[src/rtl/alu_op_sequencer.sv]
// Command FIFO + issue/capture sequencer wrapped around a 4-function combinational ALU.
// Commands are issued one at a time on registered alu_* lines; results leave on a valid/ready port.
module alu_op_sequencer #(
  parameter int DEPTH = 4,
  parameter int WIDTH = 4
) (
  input  logic                     clk,
  input  logic                     rst,
  input  logic                     in_valid,
  output logic                     in_ready,
  input  logic [1:0]               in_func,
  input  logic [WIDTH-1:0]         in_a,
  input  logic [WIDTH-1:0]         in_b,
  output logic [1:0]               alu_func,
  output logic [WIDTH-1:0]         alu_a,
  output logic [WIDTH-1:0]         alu_b,
  input  logic [WIDTH-1:0]         alu_c,
  output logic                     out_valid,
  input  logic                     out_ready,
  output logic [WIDTH-1:0]         out_c,
  output logic [1:0]               out_func,
  output logic                     out_zero,
  output logic [$clog2(DEPTH):0]   fifo_count,
  output logic [7:0]               done_cnt
);
  localparam int AW = $clog2(DEPTH);
  localparam int CW = AW + 1;

  typedef struct packed {
    logic [1:0]       func;
    logic [WIDTH-1:0] a;
    logic [WIDTH-1:0] b;
  } cmd_t;

  typedef enum logic [1:0] {IDLE, EXEC, DONE} state_t;

  state_t           state_q, state_d;
  cmd_t             mem_q [DEPTH];
  cmd_t             mem_d [DEPTH];
  logic [AW-1:0]    wr_ptr_q, wr_ptr_d, rd_ptr_q, rd_ptr_d;
  logic [CW-1:0]    count_q, count_d;
  logic [1:0]       alu_func_q, alu_func_d, out_func_q, out_func_d;
  logic [WIDTH-1:0] alu_a_q, alu_a_d, alu_b_q, alu_b_d, out_c_q, out_c_d;
  logic             out_valid_q, out_valid_d, out_zero_q, out_zero_d;
  logic [7:0]       done_cnt_q, done_cnt_d;
  logic             full, empty, push, pop;
  cmd_t             head;

  always_comb begin
    full        = (count_q == CW'(DEPTH));
    empty       = (count_q == '0);
    in_ready    = !full && !rst;
    push        = in_valid && in_ready;
    pop         = 1'b0;
    head        = mem_q[rd_ptr_q];
    state_d     = state_q;
    mem_d       = mem_q;
    wr_ptr_d    = wr_ptr_q;
    rd_ptr_d    = rd_ptr_q;
    count_d     = count_q;
    alu_func_d  = alu_func_q;
    alu_a_d     = alu_a_q;
    alu_b_d     = alu_b_q;
    out_c_d     = out_c_q;
    out_func_d  = out_func_q;
    out_zero_d  = out_zero_q;
    out_valid_d = out_valid_q;
    done_cnt_d  = done_cnt_q;

    case (state_q)
      IDLE: begin
        if (!empty) begin
          pop     = 1'b1;
          state_d = EXEC;
        end
      end
      EXEC: begin
        out_c_d     = alu_c;
        out_func_d  = alu_func_q;
        out_zero_d  = (alu_c == '0);
        out_valid_d = 1'b1;
        state_d     = DONE;
      end
      DONE: begin
        if (out_ready) begin
          done_cnt_d  = done_cnt_q + 8'd1;
          out_valid_d = 1'b0;
          if (!empty) begin
            pop     = 1'b1;
            state_d = EXEC;
          end else begin
            state_d = IDLE;
          end
        end
      end
      default: state_d = IDLE;
    endcase

    // Pop decisions only look at registered occupancy, so a same-cycle push never bypasses.
    if (pop) begin
      alu_func_d = head.func;
      alu_a_d    = head.a;
      alu_b_d    = head.b;
      rd_ptr_d   = rd_ptr_q + AW'(1);
    end
    if (push) begin
      mem_d[wr_ptr_q] = '{func: in_func, a: in_a, b: in_b};
      wr_ptr_d        = wr_ptr_q + AW'(1);
    end
    case ({push, pop})
      2'b10:   count_d = count_q + CW'(1);
      2'b01:   count_d = count_q - CW'(1);
      default: count_d = count_q;
    endcase
  end

  always_ff @(posedge clk) begin
    if (rst) begin
      state_q     <= IDLE;
      for (int i = 0; i < DEPTH; i++) mem_q[i] <= '0;
      wr_ptr_q    <= '0;
      rd_ptr_q    <= '0;
      count_q     <= '0;
      alu_func_q  <= '0;
      alu_a_q     <= '0;
      alu_b_q     <= '0;
      out_c_q     <= '0;
      out_func_q  <= '0;
      out_zero_q  <= 1'b0;
      out_valid_q <= 1'b0;
      done_cnt_q  <= '0;
    end else begin
      state_q     <= state_d;
      mem_q       <= mem_d;
      wr_ptr_q    <= wr_ptr_d;
      rd_ptr_q    <= rd_ptr_d;
      count_q     <= count_d;
      alu_func_q  <= alu_func_d;
      alu_a_q     <= alu_a_d;
      alu_b_q     <= alu_b_d;
      out_c_q     <= out_c_d;
      out_func_q  <= out_func_d;
      out_zero_q  <= out_zero_d;
      out_valid_q <= out_valid_d;
      done_cnt_q  <= done_cnt_d;
    end
  end

  assign alu_func   = alu_func_q;
  assign alu_a      = alu_a_q;
  assign alu_b      = alu_b_q;
  assign out_valid  = out_valid_q;
  assign out_c      = out_c_q;
  assign out_func   = out_func_q;
  assign out_zero   = out_zero_q;
  assign fifo_count = count_q;
  assign done_cnt   = done_cnt_q;
endmodule

[config.mk]
export PLATFORM = sky130hd
export DESIGN_NAME = alu_op_sequencer
export DESIGN_NICKNAME = d
export VERILOG_FILES = /design/src/rtl/alu_op_sequencer.sv
export SDC_FILE = /design/constraint.sdc
export NUM_CORES = 1
export LEC_CHECK = 0
export BUFFER_PORTS_ARGS = -buffer_cell sky130_fd_sc_hd__buf_2
export CAP_MARGIN = 20
export CORE_ASPECT_RATIO = 1.75
export CORE_MARGIN = 5
export CORE_UTILIZATION = 46
export CTS_BUF_LIST = sky130_fd_sc_hd__clkbuf_16
export DETAILED_ROUTE_END_ITERATION = 16
export PLACE_DENSITY_LB_ADDON = 0.1
export SLEW_MARGIN = 5
export SYNTH_ARGS = -nofsm -noshare
export SYNTH_HDL_FRONTEND = slang
export SYNTH_SLANG_ARGS = --single-unit
[constraint.sdc]
create_clock -name clk -period 4.25 [get_ports clk]
set_input_delay 0.2125 -clock clk [delete_from_list [all_inputs] [get_ports clk]]
set_output_delay 0.2125 -clock clk [all_outputs]
set_load 0.02 [all_outputs]
=== Word-level counts from Yosys, hierarchy flattened ===
Cells that the tools add are included.

* Output and inout bits: 30
* Register bits after elaboration: 75

* Order comparisons: 3
* Multiplexer cells: 16
* Reductions and logical operators: 13
* $add $sub $neg: 5
* Bitwise gates (word level): 2
* Eq/ne operators: 7

{| class="wikitable"
|+ Operators by type and width
! cell !! count
|-
| bitwise mux 40 bit || 1
|-
| 2-to-1 mux 10 bit || 3
|-
| binary-select mux 10 bit (select 2 bit) || 1
|-
| demux 10 bit (select 2 bit) || 1
|-
| adder 8 x 1 -> 8 bit, second input constant || 1
|-
| >= comparator 3 bit, second input constant || 2
|-
| NOT 2 -> 3 bit || 2
|-
| one-hot mux 2 bit (3 select lines) || 1
|-
| one-hot mux 3 bit (2 select lines) || 1
|-
| AND reduction 2 bit || 3
|-
| adder 2 x 1 -> 2 bit, second input constant || 2
|-
| equality test 2 x 1 -> 1 bit, second input constant || 2
|-
| equality test 2 bit, second input constant || 2
|-
| logical NOT 4 bit || 1
|-
| 2-to-1 mux 1 bit || 4
|-
| 2-to-1 mux 2 bit || 2
|-
| != test 2 bit, second input constant || 2
|-
| one-hot mux 1 bit (2 select lines) || 2
|-
| nonzero test 2 bit || 2
|-
| adder 3 x 1 -> 3 bit, second input constant || 1
|-
| equality test 3 bit, second input constant || 1
|-
| logical AND 1 bit || 3
|-
| logical NOT 3 bit || 1
|-
| less-than comparator 3 x 1 -> 1 bit, second input constant || 1
|-
| 3 further kinds || 4
|}

=== Logic depth before layout (Yosys ltp) ===
* Depth after elaboration: 6
* Depth in mapped cells: 9
* Mapped depth without buffers: 8

=== Worst setup path before layout ===
No wires, ideal clock.

* Path kind: register to register
* From: register count_q[0] (netlist: fifo_count[0])
* To: register count_q[2] (netlist: fifo_count[2])
* Slack: 1.833 ns
* Buffers on the path: 1
* Clock period less this slack: 2.417 ns
* Arrival: 2.347 ns
* Cell stages (with the launch flop): 10
* Setup time: 0.070 ns
* Data required time: 4.180 ns
* Cells stage by stage: dfxtp_1 -> nor3_1 -> nor3_1 -> clkbuf_1 -> ha_1 -> inv_1 -> fa_1 -> xor2_1 -> or3_1 -> a21oi_1

* Word-level cells in the longest chain between the ends: 6
* Elaborated cells on any way between the ends: 14

{| class="wikitable"
|+ Ends and longest elaborated chain
! item !! line !! text
|-
| from (decl) || 41 || <nowiki>logic [CW-1:0] count_q, count_d;</nowiki>
|-
| from (signal assigned) || 137 || <nowiki>count_q <= count_d;</nowiki>
|-
| logical NOT 3 bit (*) || 51 || <nowiki>empty = (count_q == '0);</nowiki>
|-
| 2-to-1 mux 1 bit (*) || 72, 88 ||
|-
| 2-to-1 mux 1 bit || 85 || <nowiki>if (out_ready) begin</nowiki>
|-
| one-hot mux 1 bit (2 select lines) (*) || 70 || <nowiki>case (state_q)</nowiki>
|-
| named net pop || 46 || <nowiki>logic full, empty, push, pop;</nowiki>
|-
| equality test 2 x 1 -> 1 bit / equality test 2 bit (equally long branches) || 110 || <nowiki>case ({push, pop})</nowiki>
|-
| one-hot mux 3 bit (2 select lines) / nonzero test 2 bit (equally long branches) || n/a ||
|}

The timed path passes the listed nets; every way through them passes the cells marked *.
A chain may end at the register's enable or synchronous reset.

=== Final worst setup path ===
* From: register count_q[2] (netlist: fifo_count[2])
* To: register count_q[2] (netlist: fifo_count[2])

* Word-level cells in the longest chain between the ends: 6
* Elaborated cells on any way between the ends: 14

{| class="wikitable"
|+ Ends and longest elaborated chain
! item !! line
|-
| logical NOT 3 bit / equality test 3 bit (equally long branches) || 51, 50
|-
| 2-to-1 mux 1 bit / logical NOT 1 bit (equally long branches) || 72, 88, 52
|-
| 2-to-1 mux 1 bit / logical AND 1 bit (equally long branches) || 85, 52
|-
| one-hot mux 1 bit (2 select lines) / logical AND 1 bit (equally long branches) || 70, 53
|-
| equality test 2 x 1 -> 1 bit / equality test 2 bit (equally long branches) || 110
|-
| one-hot mux 3 bit (2 select lines) / nonzero test 2 bit (equally long branches) || n/a
|}

Parallel ways exist; a longest one is shown, timed or not.

==> out/summary.md <==
Route
• **post-detailed-route count of antenna-violating nets** 0
• **Via Count** 2,282
• **DRC violations left** 0
• **initial detailed-routing violation count** 103
• **wire length reported by the detailed router** 6920 um
• **number of vias per cell** 5.16
• **routed wirelength normalized by instance count** 15.7 um
• **number of search-and-repair iterations in the first detailed-routing pass** 3

Synth
• **total of flip-flops plus latches after synthesis** 75
• **top cells by area in the synthesized netlist** sky130_fd_sc_hd__dfxtp_1 (43%), sky130_fd_sc_hd__mux2_4 (17%), sky130_fd_sc_hd__nor2b_1 (8.0%)
• **fraction of synthesized cell area taken by the top area cell type** 42.7%
• **post-synth design cell area** 3520 um2
• **Syn Area/Cell** 11.6 um2
• **cell count after synthesis** 304
• **EDFF count, synth** 0
• **proportion of synthesized chip area in sequential cells** 42.7%
• **cell accounting for the most synthesized area** sky130_fd_sc_hd__dfxtp_1
• **most common flop cell mapped by yosys** sky130_fd_sc_hd__dfxtp_1
• **post-synth net total** 329
• **Yosys Warn Count** 0
• **share of synthesized flip-flops with an asynchronous set or reset** 0%
• **library cells used by synthesis** 36

Pwr
• **switching part of the total power** 29.3%
• **power density over the cells** 504 nW/um2
• **Clk pwr share** 34.9%
• **relative contribution of sequential cells to total power** 42.2%
• **combinational fraction of design power** 22.9%
• **static leakage** 1.77 nW
• **peak supply drop** 0.265 mV
• **internal power component** 1.45 mW
• **switching power** 0.601 mW
• **total power** 2.05 mW

Clock tree
• **# clock sinks** 75
• **insertion delay to the later sink of the worst-skew pair** 330 ps
• **number of levels the H-tree was split into** 3
• **Post-CTS Setup Repair Bufs** 0
• **count of cells resized by post-cts repair** 0
• **clock tree from TritonCTS** yes
• **CTS Root Buffer Type** sky130_fd_sc_hd__clkbuf_16
• **cts hold-fix bufs** 0
• **number of buffers added by the clock tree synthesis step** 9
• **clock transition at the register clock pins on the worst setup and hold paths after CTS** 50 ps
• **Clock Tree Buf Depth** 2

Place
• **IO Port Bufs** 47
• **final RePlAce weighted congestion** 0.698
• **Final HPWL DP** 4670 um
• **Place WS** 1810 ps

STA
• **achievable clock frequency** 0.408 GHz
• **Clock Skew** 4.74 ps
• **slew at the pin closest to its max-slew limit** 896 ps
• **count of final hold-check violations** 0
• **final period demand of the worst path** 2450 ps
• **total negative slack** 0 ps
• **fin worst setup slack** 1800 ps
• **ratio of final minimum period to clock period** 57.6%
• **RSZ-0062 raised after global routing** false
• **worst hold slack across all endpoints** 132 ps
• **total setup violations reported at the end of the flow** 0
• **max-slew violations** 0
• **relative slew slack** 40.1%

Global routing
• **overflow left after global routing** 0
• **global router's overall resource usage** 15.4%
• **antenna violations before repair** 0
• **wire length of the first global-routing pass** 11,800 um
• **pin count of the biggest net entering global routing** 78
• **vias in the first global route** 2,353

Floorplanning
• **x dimension of the die** 76.1 um
• **full die area** 9560 um2
• **I/O pin total** 48
• **height of the chip** 126 um
• **Std-Cell Rows** 42
• **initial cell density of the core** 46.8%
• **area of the core region** 7510 um2

Critical path
• **Worst R2R Start** fifo_count[2]
• **CP Capture Type** flip-flop
• **Arrival @ worst endpoint** 2700 ps
• **worst setup path startpoint** fifo_count[2]
• **required time at the endpoint of the critical path** 4510 ps
• **sort of element at the start of the critical path** flip-flop
• **worst setup path class** reg2reg
• **maximum fanout along the worst path** 8

Run status
• **run status** complete, no violations

Final layout
• **number of inserted diodes** 0
• **fraction of the core area covered by cells at the end of the flow** 54.0%
• **post-layout net count** 374
• **area delta synth->final** 15.5%
• **fraction of layout cells with a size suffix above 1** 32.8%
• **final-layout fill cell count** 682

Flow run
• **max capacitance violation total** 0

Worst hold path
• **Hold Path Class** in2reg
• **Min-Delay Startpoint** alu_c[1]

-- cells by family after synthesis --
logic type | after synthesis | share of synthesized area, %
muxes | 53 | 24.4
buffers and inverters | 22 | 3.52
adders and majority gates | 7 | 2.70
and+or+nand+nor | 108 | 19.3
AOI/OAI and AO/OA | 35 | 6.41
xor gates and xnor gates | 4 | 0.997
DFF | 75 | 42.7
-- synthesized netlist by cell type (3+ instances only) --
cell and number:
sky130_fd_sc_hd__a21oi_1 16, sky130_fd_sc_hd__buf_2 5, sky130_fd_sc_hd__clkbuf_1 7, sky130_fd_sc_hd__dfxtp_1 75, sky130_fd_sc_hd__ha_1 6, sky130_fd_sc_hd__inv_1 6
sky130_fd_sc_hd__mux2_4 40, sky130_fd_sc_hd__mux4_2 10, sky130_fd_sc_hd__nand2_1 17, sky130_fd_sc_hd__nand2b_1 10, sky130_fd_sc_hd__nand3_1 3, sky130_fd_sc_hd__nand3_4 4
sky130_fd_sc_hd__nor2_1 11, sky130_fd_sc_hd__nor2b_1 45, sky130_fd_sc_hd__o21ai_0 4, sky130_fd_sc_hd__o2bb2ai_1 10, sky130_fd_sc_hd__o31ai_1 4, sky130_fd_sc_hd__or3_1 3
sky130_fd_sc_hd__or4_1 4, sky130_fd_sc_hd__xor2_1 3
-- cell usage in the layout (no fill, tap or decap), types with 2 or more instances in the layout --
| cell | n |
|---|---|
| sky130_fd_sc_hd__dfxtp_1 | 75 |
| sky130_fd_sc_hd__buf_2 | 47 |
| sky130_fd_sc_hd__nor2b_1 | 45 |
| sky130_fd_sc_hd__mux2_4 | 40 |
| sky130_fd_sc_hd__nand2_1 | 17 |
| sky130_fd_sc_hd__a21oi_1 | 16 |
| sky130_fd_sc_hd__nor2_1 | 11 |
| sky130_fd_sc_hd__mux4_2 | 10 |
| sky130_fd_sc_hd__nand2b_1 | 10 |
| sky130_fd_sc_hd__o2bb2ai_1 | 10 |
| sky130_fd_sc_hd__inv_1 | 9 |
| sky130_fd_sc_hd__clkbuf_16 | 9 |
| sky130_fd_sc_hd__ha_1 | 6 |
| sky130_fd_sc_hd__nand3_4 | 4 |
| sky130_fd_sc_hd__o31ai_1 | 4 |
| sky130_fd_sc_hd__or4_1 | 4 |
| sky130_fd_sc_hd__o21ai_0 | 4 |
| sky130_fd_sc_hd__nand3_1 | 3 |
| sky130_fd_sc_hd__xor2_1 | 3 |
| sky130_fd_sc_hd__or3_1 | 3 |
| sky130_fd_sc_hd__clkinv_1 | 3 |
| sky130_fd_sc_hd__buf_4 | 3 |
| sky130_fd_sc_hd__nor3_1 | 2 |
| sky130_fd_sc_hd__nor4_1 | 2 |
| sky130_fd_sc_hd__mux2_1 | 2 |
-- metal layers --
metal | track usage [%] | wire length, um
met2 | 25.1 | 3450
met3 | 4.57 | 292
met5 | 0 | 0
met4 | 7.52 | 162
met1 | 18.5 | 3020
-- registers in the layout (all words and copies together), names as in the netlist --
name	flops
alu_a	4
state_q	2
out_valid	1
done_cnt	8
wr_ptr_q	2
mem_q	40
alu_b	4
out_c	4
fifo_count	3
out_zero	1
out_func	2
rd_ptr_q	2
alu_func	2
-- power groups by stage --
stage | Combinational, mW | Clock, mW | Sequential (mW)
2_1_floorplan | 0.352 | 0 | 0.885
3_3_place_gp | 0.473 | 0 | 0.881
3_5_place_dp | 0.478 | 0 | 0.882
4_1_cts | 0.480 | 0.737 | 0.868
5_1_grt | 0.519 | 0.765 | 0.882
6_report | 0.470 | 0.714 | 0.865
-- area by class of cell --
class	count	area (um2)	share of cell area (%)
clock buffer	9	225	5.55
clock inverter	7	52.6	1.29
inverter	6	22.5	0.555
multi-input combinational	207	1890	46.6
sequential	75	1500	37.0
tap	88	110	2.71
timing repair buffer	50	258	6.35
-- through the flow --
| step | cell area [um2] | instances |
|---|---|---|
| 3_3_place_gp | 3780 | 426 |
| 5_1_grt | 4060 | 442 |
| 6_report | 4060 | 442 |
| 4_1_cts | 4060 | 442 |
| 2_1_floorplan | 3520 | 304 |
| 3_5_place_dp | 3780 | 426 |
-- final timing paths --
path	endpoint	slack, ps	depth (start not counted)
hold / removal	out_c[1]	130	3
hold reg to reg	out_c[1]	450	2
setup reg to reg	fifo_count[2]	1800	8
setup / recovery	fifo_count[2]	1800	8
-- critical path: stages (launching register included) --
cell and delay, ps:
sky130_fd_sc_hd__dfxtp_1 370, sky130_fd_sc_hd__or3b_1 590, sky130_fd_sc_hd__nand2_1 190, sky130_fd_sc_hd__ha_1 200, sky130_fd_sc_hd__inv_1 60, sky130_fd_sc_hd__fa_1 370
sky130_fd_sc_hd__xor2_1 160, sky130_fd_sc_hd__or3_1 300, sky130_fd_sc_hd__a21oi_1 150
Note: power is estimated with default switching activity, not from simulation.
